## src/rtl/subtractor_hcs_pipe_if.sv

```systemverilog
// subtractor_hcs_pipe_if: valid/ready operand and result streams of the pipelined subtractor
interface subtractor_hcs_pipe_if #(
    parameter int WIDTH = 16
);
    logic             s_valid;
    logic             s_ready;
    logic [WIDTH-1:0] s_a;
    logic [WIDTH-1:0] s_b;
    logic             s_bi;
    logic             m_valid;
    logic             m_ready;
    logic [WIDTH-1:0] m_d;
    logic             m_bo;
    logic             m_ov;

    modport master (
        output s_valid, s_a, s_b, s_bi, m_ready,
        input  s_ready, m_valid, m_d, m_bo, m_ov
    );

    modport slave (
        input  s_valid, s_a, s_b, s_bi, m_ready,
        output s_ready, m_valid, m_d, m_bo, m_ov
    );
endinterface

```

## src/rtl/subtractor_hcs_pipe.sv

```systemverilog
// subtractor_hcs_pipe: pipelined Han-Carlson prefix subtractor d = a - b - bi with valid/ready streaming
module subtractor_hcs_pipe #(
    parameter int WIDTH = 16
) (
    input logic                  clk,
    input logic                  rst,
    subtractor_hcs_pipe_if.slave sub_if
);
    localparam int L = $clog2(WIDTH);
    localparam int N = L + 2;

    logic [WIDTH-1:0] nb;
    logic [WIDTH-1:0] g_d [L+1];
    logic [WIDTH-1:0] p_d [L+1];
    logic [WIDTH+2:0] x_d [L+1];
    logic [WIDTH-1:0] g_q [L+1];
    logic [WIDTH-1:0] p_q [L+1];
    logic [WIDTH+2:0] x_q [L+1];
    logic [N-1:0]     vld_q;
    logic [N-1:0]     vin;
    logic [N-1:0]     ld;
    logic [WIDTH-1:0] gf;
    logic [WIDTH-1:0] d_d;
    logic [WIDTH-1:0] d_q;
    logic             bo_d;
    logic             bo_q;
    logic             ov_d;
    logic             ov_q;

    assign nb = ~sub_if.s_b;
    assign g_d[0] = {sub_if.s_a[WIDTH-1:1] & nb[WIDTH-1:1],
                     (sub_if.s_a[0] & nb[0]) | ((sub_if.s_a[0] ^ nb[0]) & ~sub_if.s_bi)};
    assign p_d[0] = sub_if.s_a ^ nb;
    assign x_d[0] = {sub_if.s_a[WIDTH-1], sub_if.s_b[WIDTH-1], ~sub_if.s_bi, sub_if.s_a ^ nb};

    for (genvar k = 1; k <= L; k++) begin : g_lvl
        assign x_d[k] = x_q[k-1];
        for (genvar i = 0; i < WIDTH; i++) begin : g_bit
            if (i % 2 == 1 && i >= (1 << (k - 1))) begin : g_op
                assign g_d[k][i] = g_q[k-1][i] | (p_q[k-1][i] & g_q[k-1][i-(1<<(k-1))]);
                assign p_d[k][i] = p_q[k-1][i] & p_q[k-1][i-(1<<(k-1))];
            end else begin : g_pass
                assign g_d[k][i] = g_q[k-1][i];
                assign p_d[k][i] = p_q[k-1][i];
            end
        end
    end

    for (genvar i = 0; i < WIDTH; i++) begin : g_fix
        if (i % 2 == 1 || i == 0) begin : g_odd
            assign gf[i] = g_q[L][i];
        end else begin : g_even
            assign gf[i] = g_q[L][i] | (p_q[L][i] & g_q[L][i-1]);
        end
    end

    assign d_d  = x_q[L][WIDTH-1:0] ^ {gf[WIDTH-2:0], x_q[L][WIDTH]};
    assign bo_d = ~gf[WIDTH-1];
    assign ov_d = (x_q[L][WIDTH+2] ^ x_q[L][WIDTH+1]) & (d_d[WIDTH-1] ^ x_q[L][WIDTH+2]);

    for (genvar k = 0; k < N; k++) begin : g_ld
        assign ld[k] = sub_if.m_ready | ~&vld_q[N-1:k];
    end

    assign vin            = {vld_q[N-2:0], sub_if.s_valid};
    assign sub_if.s_ready = ld[0];
    assign sub_if.m_valid = vld_q[N-1];
    assign sub_if.m_d     = d_q;
    assign sub_if.m_bo    = bo_q;
    assign sub_if.m_ov    = ov_q;

    // stage valids: each loading stage takes its upstream valid, so bubbles collapse
    always_ff @(posedge clk) begin
        if (rst) vld_q <= '0;
        else vld_q <= (vld_q & ~ld) | (vin & ld);
    end

    for (genvar k = 0; k <= L; k++) begin : g_stg
        // prefix stage data, captured only when real data enters so idle stages keep their contents
        always_ff @(posedge clk) begin
            if (rst) begin
                g_q[k] <= '0;
                p_q[k] <= '0;
                x_q[k] <= '0;
            end else if (ld[k] & vin[k]) begin
                g_q[k] <= g_d[k];
                p_q[k] <= p_d[k];
                x_q[k] <= x_d[k];
            end
        end
    end

    // output stage: even-bit fix-up result, held stable while stalled
    always_ff @(posedge clk) begin
        if (rst) begin
            d_q  <= '0;
            bo_q <= 1'b0;
            ov_q <= 1'b0;
        end else if (ld[N-1] & vin[N-1]) begin
            d_q  <= d_d;
            bo_q <= bo_d;
            ov_q <= ov_d;
        end
    end
endmodule

```

## src/flat_wrapper.sv

```systemverilog
// flat-port wrapper written by rule: the top's interface ports become plain ports
module subtractor_hcs_pipe_flat 
#(
    parameter int WIDTH = 16
)
  (clk, rst, sub_if_s_valid, sub_if_s_a, sub_if_s_b, sub_if_s_bi, sub_if_m_ready, sub_if_s_ready, sub_if_m_valid, sub_if_m_d, sub_if_m_bo, sub_if_m_ov);
  subtractor_hcs_pipe_if #(.WIDTH(WIDTH)) sub_if_i ();
  input logic clk;
  input logic rst;
  input wire logic [$bits(sub_if_i.s_valid)-1:0] sub_if_s_valid;
  input wire logic [$bits(sub_if_i.s_a)-1:0] sub_if_s_a;
  input wire logic [$bits(sub_if_i.s_b)-1:0] sub_if_s_b;
  input wire logic [$bits(sub_if_i.s_bi)-1:0] sub_if_s_bi;
  input wire logic [$bits(sub_if_i.m_ready)-1:0] sub_if_m_ready;
  output wire logic [$bits(sub_if_i.s_ready)-1:0] sub_if_s_ready;
  output wire logic [$bits(sub_if_i.m_valid)-1:0] sub_if_m_valid;
  output wire logic [$bits(sub_if_i.m_d)-1:0] sub_if_m_d;
  output wire logic [$bits(sub_if_i.m_bo)-1:0] sub_if_m_bo;
  output wire logic [$bits(sub_if_i.m_ov)-1:0] sub_if_m_ov;
  assign sub_if_i.s_valid = sub_if_s_valid;
  assign sub_if_i.s_a = sub_if_s_a;
  assign sub_if_i.s_b = sub_if_s_b;
  assign sub_if_i.s_bi = sub_if_s_bi;
  assign sub_if_i.m_ready = sub_if_m_ready;
  assign sub_if_s_ready = sub_if_i.s_ready;
  assign sub_if_m_valid = sub_if_i.m_valid;
  assign sub_if_m_d = sub_if_i.m_d;
  assign sub_if_m_bo = sub_if_i.m_bo;
  assign sub_if_m_ov = sub_if_i.m_ov;
  subtractor_hcs_pipe #(.WIDTH(WIDTH)) u_core (.clk(clk), .rst(rst), .sub_if(sub_if_i));
endmodule
```

## config.mk

```make
export PLATFORM = sky130hd
export DESIGN_NAME = subtractor_hcs_pipe_flat
export DESIGN_NICKNAME = d
export VERILOG_FILES = /design/src/rtl/subtractor_hcs_pipe_if.sv /design/src/rtl/subtractor_hcs_pipe.sv /design/src/flat_wrapper.sv
export SDC_FILE = /design/constraint.sdc
export NUM_CORES = 1
export LEC_CHECK = 0
export CORE_ASPECT_RATIO = 0.75
export CORE_MARGIN = 3
export CORE_UTILIZATION = 59
export CTS_CLUSTER_SIZE = 20
export DETAILED_ROUTE_END_ITERATION = 12
export PLACE_DENSITY_LB_ADDON = 0.25
export SETUP_SLACK_MARGIN = 0.5
export SKIP_CTS_REPAIR_TIMING = 1
export SLEW_MARGIN = 25
export SYNTH_ARGS = -nofsm -noshare
export SYNTH_HDL_FRONTEND = slang
export SYNTH_SLANG_ARGS = --single-unit
```

## constraint.sdc

```tcl
create_clock -name clk -period 2.8 [get_ports clk]
set_clock_uncertainty 0.2 [all_clocks]
set_input_delay 0.56 -clock clk [delete_from_list [all_inputs] [get_ports clk]]
set_output_delay 0.56 -clock clk [all_outputs]
set_load 0.05 [all_outputs]
```

## After elaboration in Yosys (flattened, before gate mapping)

Memories as Yosys holds them, arrays and structs flattened.
Index checks and enable logic that the tools add are counted.

- Flip-flop bits (word level): 24
- RAM bits: 255
- Bits of input ports: 37
- Output and inout port bits: 20
- Word-level logic and storage cells: 183
- Memories kept: 3

Memories:

| name | depth | width | read ports | clocked after Yosys merged registers in | wr ports | line | RTL |
|---|---|---|---|---|---|---|---|
| u_core.x_q | 5 | 19 | 5 | 0 | 5 | subtractor_hcs_pipe.sv:18 | `logic [WIDTH+2:0] x_q [L+1];` |
| u_core.g_q | 5 | 16 | 5 | 0 | 5 | subtractor_hcs_pipe.sv:16 | `logic [WIDTH-1:0] g_q [L+1];` |
| u_core.p_q | 5 | 16 | 5 | 0 | 5 | subtractor_hcs_pipe.sv:17 | `logic [WIDTH-1:0] p_q [L+1];` |

- Muxes and demuxes: 32
- Bitwise gates (word level): 133
- Reduce and logical (&&, ||, !) cells: 11

Operators with widths:

| cell | count |
|---|---|
| $mux W16 | 10 |
| $mux W19 | 5 |
| $and A1 B1 Y1 | 66 |
| $or A1 B1 Y1 | 54 |
| $xor A16 B16 Y16 | 2 |
| $mux W1 | 17 |
| $not A16 Y16 | 1 |
| $and A15 B15 Y15 | 1 |
| $and A6 B6 Y6 | 2 |
| $logic_not A1 Y1 | 6 |
| $not A6 Y6 | 1 |
| $or A6 B6 Y6 | 1 |
| $reduce_and A6 Y1 | 1 |
| $reduce_and A5 Y1 | 1 |
| $reduce_and A4 Y1 | 1 |
| $reduce_and A3 Y1 | 1 |
| $xor A1 B1 Y1 | 3 |
| $not A1 Y1 | 2 |
| $reduce_and A2 Y1 | 1 |

## Longest topological paths before layout

- Word-level depth: 8
- Gate-level depth with buffers: 5
- Depth with buffers taken out: 4

## Worst setup path before layout

OpenSTA, ideal clock, no wires.

- Path type: register to register
- Start: register with a tool-made name
- End: memory u_core.g_q[1][0] (enable)
- Library setup time: 0.398 ns
- Arrival time: 1.964 ns
- Required time: 2.202 ns
- Setup slack: 0.238 ns
- Stages on the path, launching flop included: 5
- Path buffers: 1
- Period minus slack after synthesis: 2.562 ns
- Cell sequence: dfxtp_1 -> and4b_4 -> buf_6 -> nand3_1 -> a21o_1

RTL lines:

| element | line |
|---|---|
| end, declared | subtractor_hcs_pipe.sv:16 |

==> flow_summary.yaml <==
status:
  outcome: "finished clean"
yosys:
  ys_seq_elements: 216
  synth_edf_count: 192
  ys_async_sr_fraction_pct: 0
  syn_nets: 666
  syn_area_sq_um: 8670
  synth_cell_types: 38
  synthCells: 606
  ys_warn_count: 0
  ys.flop_type: "edfxtp_1"
  ys_seq_area_share_pct: 72.0
  avgSynthCellArea_sq_um: 14.3
power:
  swShare_pct: 19.6
  power.share.combinational_pct: 3.8
  p_leak_nw: 4.23
  ir_drop_uv: 413
  p_switching_mw: 1.30
  internal_power_mw: 5.33
  power_density_nw_per_um2: 654
  power.share.sequential_pct: 56.0
  p_clk_share_pct: 40.2
layout:
  drive_gt1_share_pct: 8.24
  nFillCells: 919
  antenna_cells: 0
  nets: 727
  multi_input_area_sq_um: 2220
  area_growth_pct: 16.9
  fin_area_sq_um: 10100
  regArea_sq_um: 6250
global_routing:
  grt_first_pass_wirelength_um: 20800
  grt.total_usage_pct: 15.3
  grt_max_degree: 43
  antenna_found_initial: 0
  first_global_vias: 4372
  grt.overflow.total: 0
worst_setup_path:
  worst-path-buf-inv: 2
  crit_fanout: 4
  path_cells: "and4b_4 > buf_4 > nand4_1 > buf_6"
  cpPeakStageDelay_ns: 0.38
  crit_required_ns: 2.04
  cp_data_arrival_time_ns: 1.59
  slowest_stage: "dfxtp_1"
  reg2reg_slack_ns: 0.68
  crit_path_end_kind: "primary output"
  worstRegToRegCells: 5
  r2r_end: "u_core.g_q[3][4]"
  criticalPathCategory: "flip-flop to primary output"
  startpoint_type: "flip-flop"
  critPathTopFamily: "simple AND/OR/NAND/NOR gates"
hold_path:
  worst_hold_path_type: "flip-flop to flip-flop"
  min_to: "u_core.sub_if.m_bo"
  hp-start: "u_core.g_q[4][15]"
  whs_path_depth: 1
routing:
  drt_iter0_markers: 210
  drc: 0
  first_pass_iters: 5
  post_drt_wl_per_cell_um: 13.8
  vias_per_cell: 5.05
  wirelength_um: 12000
  num_vias: 4422
  drt.antenna.violating_nets: 0
timing:
  worst_slew_pin_slew_ns: 0.872
  fin_crit_ns: 2.35
  slew_viol_final: 0
  rsz0062_at_grt: "true"
  relSlewSlack_pct: 41.9
  period_share_pct: 84.1
  fmaxAchievable_mhz: 425
  finalHoldViolations: 0
  final-setup-viol-count: 0
  hold_ws_ns: 0.236
floorplanning:
  start_util_pct: 61.8
  die_h_um: 111
  fp.dieW_um: 146
  pin_count: 57
  fp.coreArea_sq_um: 14000
  dieArea_sq_um: 16200
  rows: 37
cts:
  root_buffer: "clkbuf_16"
  clockBufferDepth: 3
  cts_tree: "done"
  clkLatencyLatePin_ns: 0.48
  path_clk_slew_ns: 0.06
  cts_buffers: 21
  htreeDepth: 1
  numClockSinks: 216
place:
  place_congestion: 0.745
  io_buffers: 56
  hpwl_um: 8230
  dpl_cell_area_sq_um: 9420
job:
  maxCapViolations: 0
==> final cells by class <==
cell class | instances | share of cell area (%)
inverters | 20 | 0.741
multi-input cells | 342 | 21.9
clock inverters | 12 | 1.12
well taps | 195 | 2.41
repair buffers | 66 | 6.90
clock buffers | 24 | 5.30
flip-flops and latches | 216 | 61.6
==> kinds of logic (layout without fill, tap and decap cells) <==
logic type / count (synthesis) / in the layout / share of synthesized area [%]
and+or+nand+nor: 231 / 231 / 16.0
DFF: 216 / 216 / 72.0
AOI/OAI and AO/OA: 86 / 86 / 5.84
buffers and inverters: 48 / 122 / 2.55
adders and majority gates: 23 / 23 / 3.32
xor gates and xnor gates: 2 / 2 / 0.202
==> worst max-delay path by stage <==
stage	startpoint	end	depth (start not counted)
final	flip-flop	sub_if_s_ready	4
after global routing	flip-flop	sub_if_s_ready	4
after CTS	sub_if_m_ready	sub_if_s_ready	5
after detailed placement	sub_if_m_ready	u_core.p_q[1][10]	4
after global placement	sub_if_m_ready	u_core.p_q[4][10]	4
after floorplan	sub_if_m_ready	sub_if_s_ready	3
==> registers in the layout (all words and copies together) (netlist names), named ones only <==
signal,count
u_core.sub_if.m_ov,1
u_core.p_q,48
u_core.x_q,64
u_core.sub_if.m_bo,1
u_core.g_q,80
u_core.sub_if.m_d,16
==> synth_stat cells, types with 3 or more instances <==
cell type | count | share of area [%]
buf_2 | 8 | 0.46
nor2b_1 | 3 | 0.22
edfxtp_1 | 192 | 66
nand2b_1 | 4 | 0.29
a21oi_1 | 47 | 2.7
nand4_1 | 9 | 0.65
clkbuf_1 | 6 | 0.26
and2_1 | 148 | 11
or3_1 | 7 | 0.51
dfxtp_1 | 24 | 5.5
inv_1 | 20 | 0.87
nor2_1 | 27 | 1.2
clkbuf_2 | 7 | 0.40
nand3_1 | 8 | 0.46
and3_1 | 17 | 1.2
buf_1 | 3 | 0.13
a211oi_1 | 3 | 0.26
ha_1 | 23 | 3.3
a21o_1 | 5 | 0.43
o21ai_0 | 23 | 1.3
==> power by group through the flow <==
stage                     combinational [mW]  sequential, mW  clock (mW)
after floorplan                        0.153            3.76           0
after global placement                 0.247            3.77           0
after detailed placement               0.256            3.78           0
after CTS                              0.259            3.71        2.73
after global routing                   0.289            3.72        2.86
final                                  0.253            3.71        2.66
==> cells in the final DEF (no fill, tap or decap), types with 6 or more instances in the layout <==
cell and count:
edfxtp_1 192, and2_1 148, a21oi_1 47, clkdlybuf4s50_1 35
nor2_1 27, o21ai_0 23, ha_1 23, dfxtp_1 23
clkbuf_16 21, inv_1 20, dlymetal6s2s_1 20, and3_1 17
nand4_1 9, buf_4 9, nand3_1 8, or3_1 7
clkinv_2 6
==> stage by stage <==
step	worst slack, ns	util (%)	instances	total power, mW	TNS [ns]
6_report	0.446	72.3	875	6.63	0
5_1_grt	0.376	72.3	875	6.87	0
4_1_cts	0.130	71.8	874	6.70	0
3_5_place_dp	-0.0184	67.2	838	4.03	-0.642
3_3_place_gp	-0.0239	67.1	838	4.02	-0.517
2_1_floorplan	0.538	-	606	3.91	0
==> worst reg2reg max path, stage by stage, from the launching register on <==
cell	delay [ns]
dfxtp_2	0.35
and4b_4	0.23
buf_4	0.13
buf_4	0.15
nor3_4	0.63
and2_1	0.28
==> per-layer routing <==
| layer | up-vias | GRT usage, % | part of all wire (%) |
|---|---|---|---|
| met5 | - | 0 | 0 |
| met4 | 0 | 5.70 | 3.2 |
| met3 | 33 | 3.72 | 5.4 |
| met1 | 2001 | 20.9 | 46 |
| met2 | 104 | 24.2 | 45 |
| li1 | 2284 | - | - |
(Power assumes the default switching activity.)
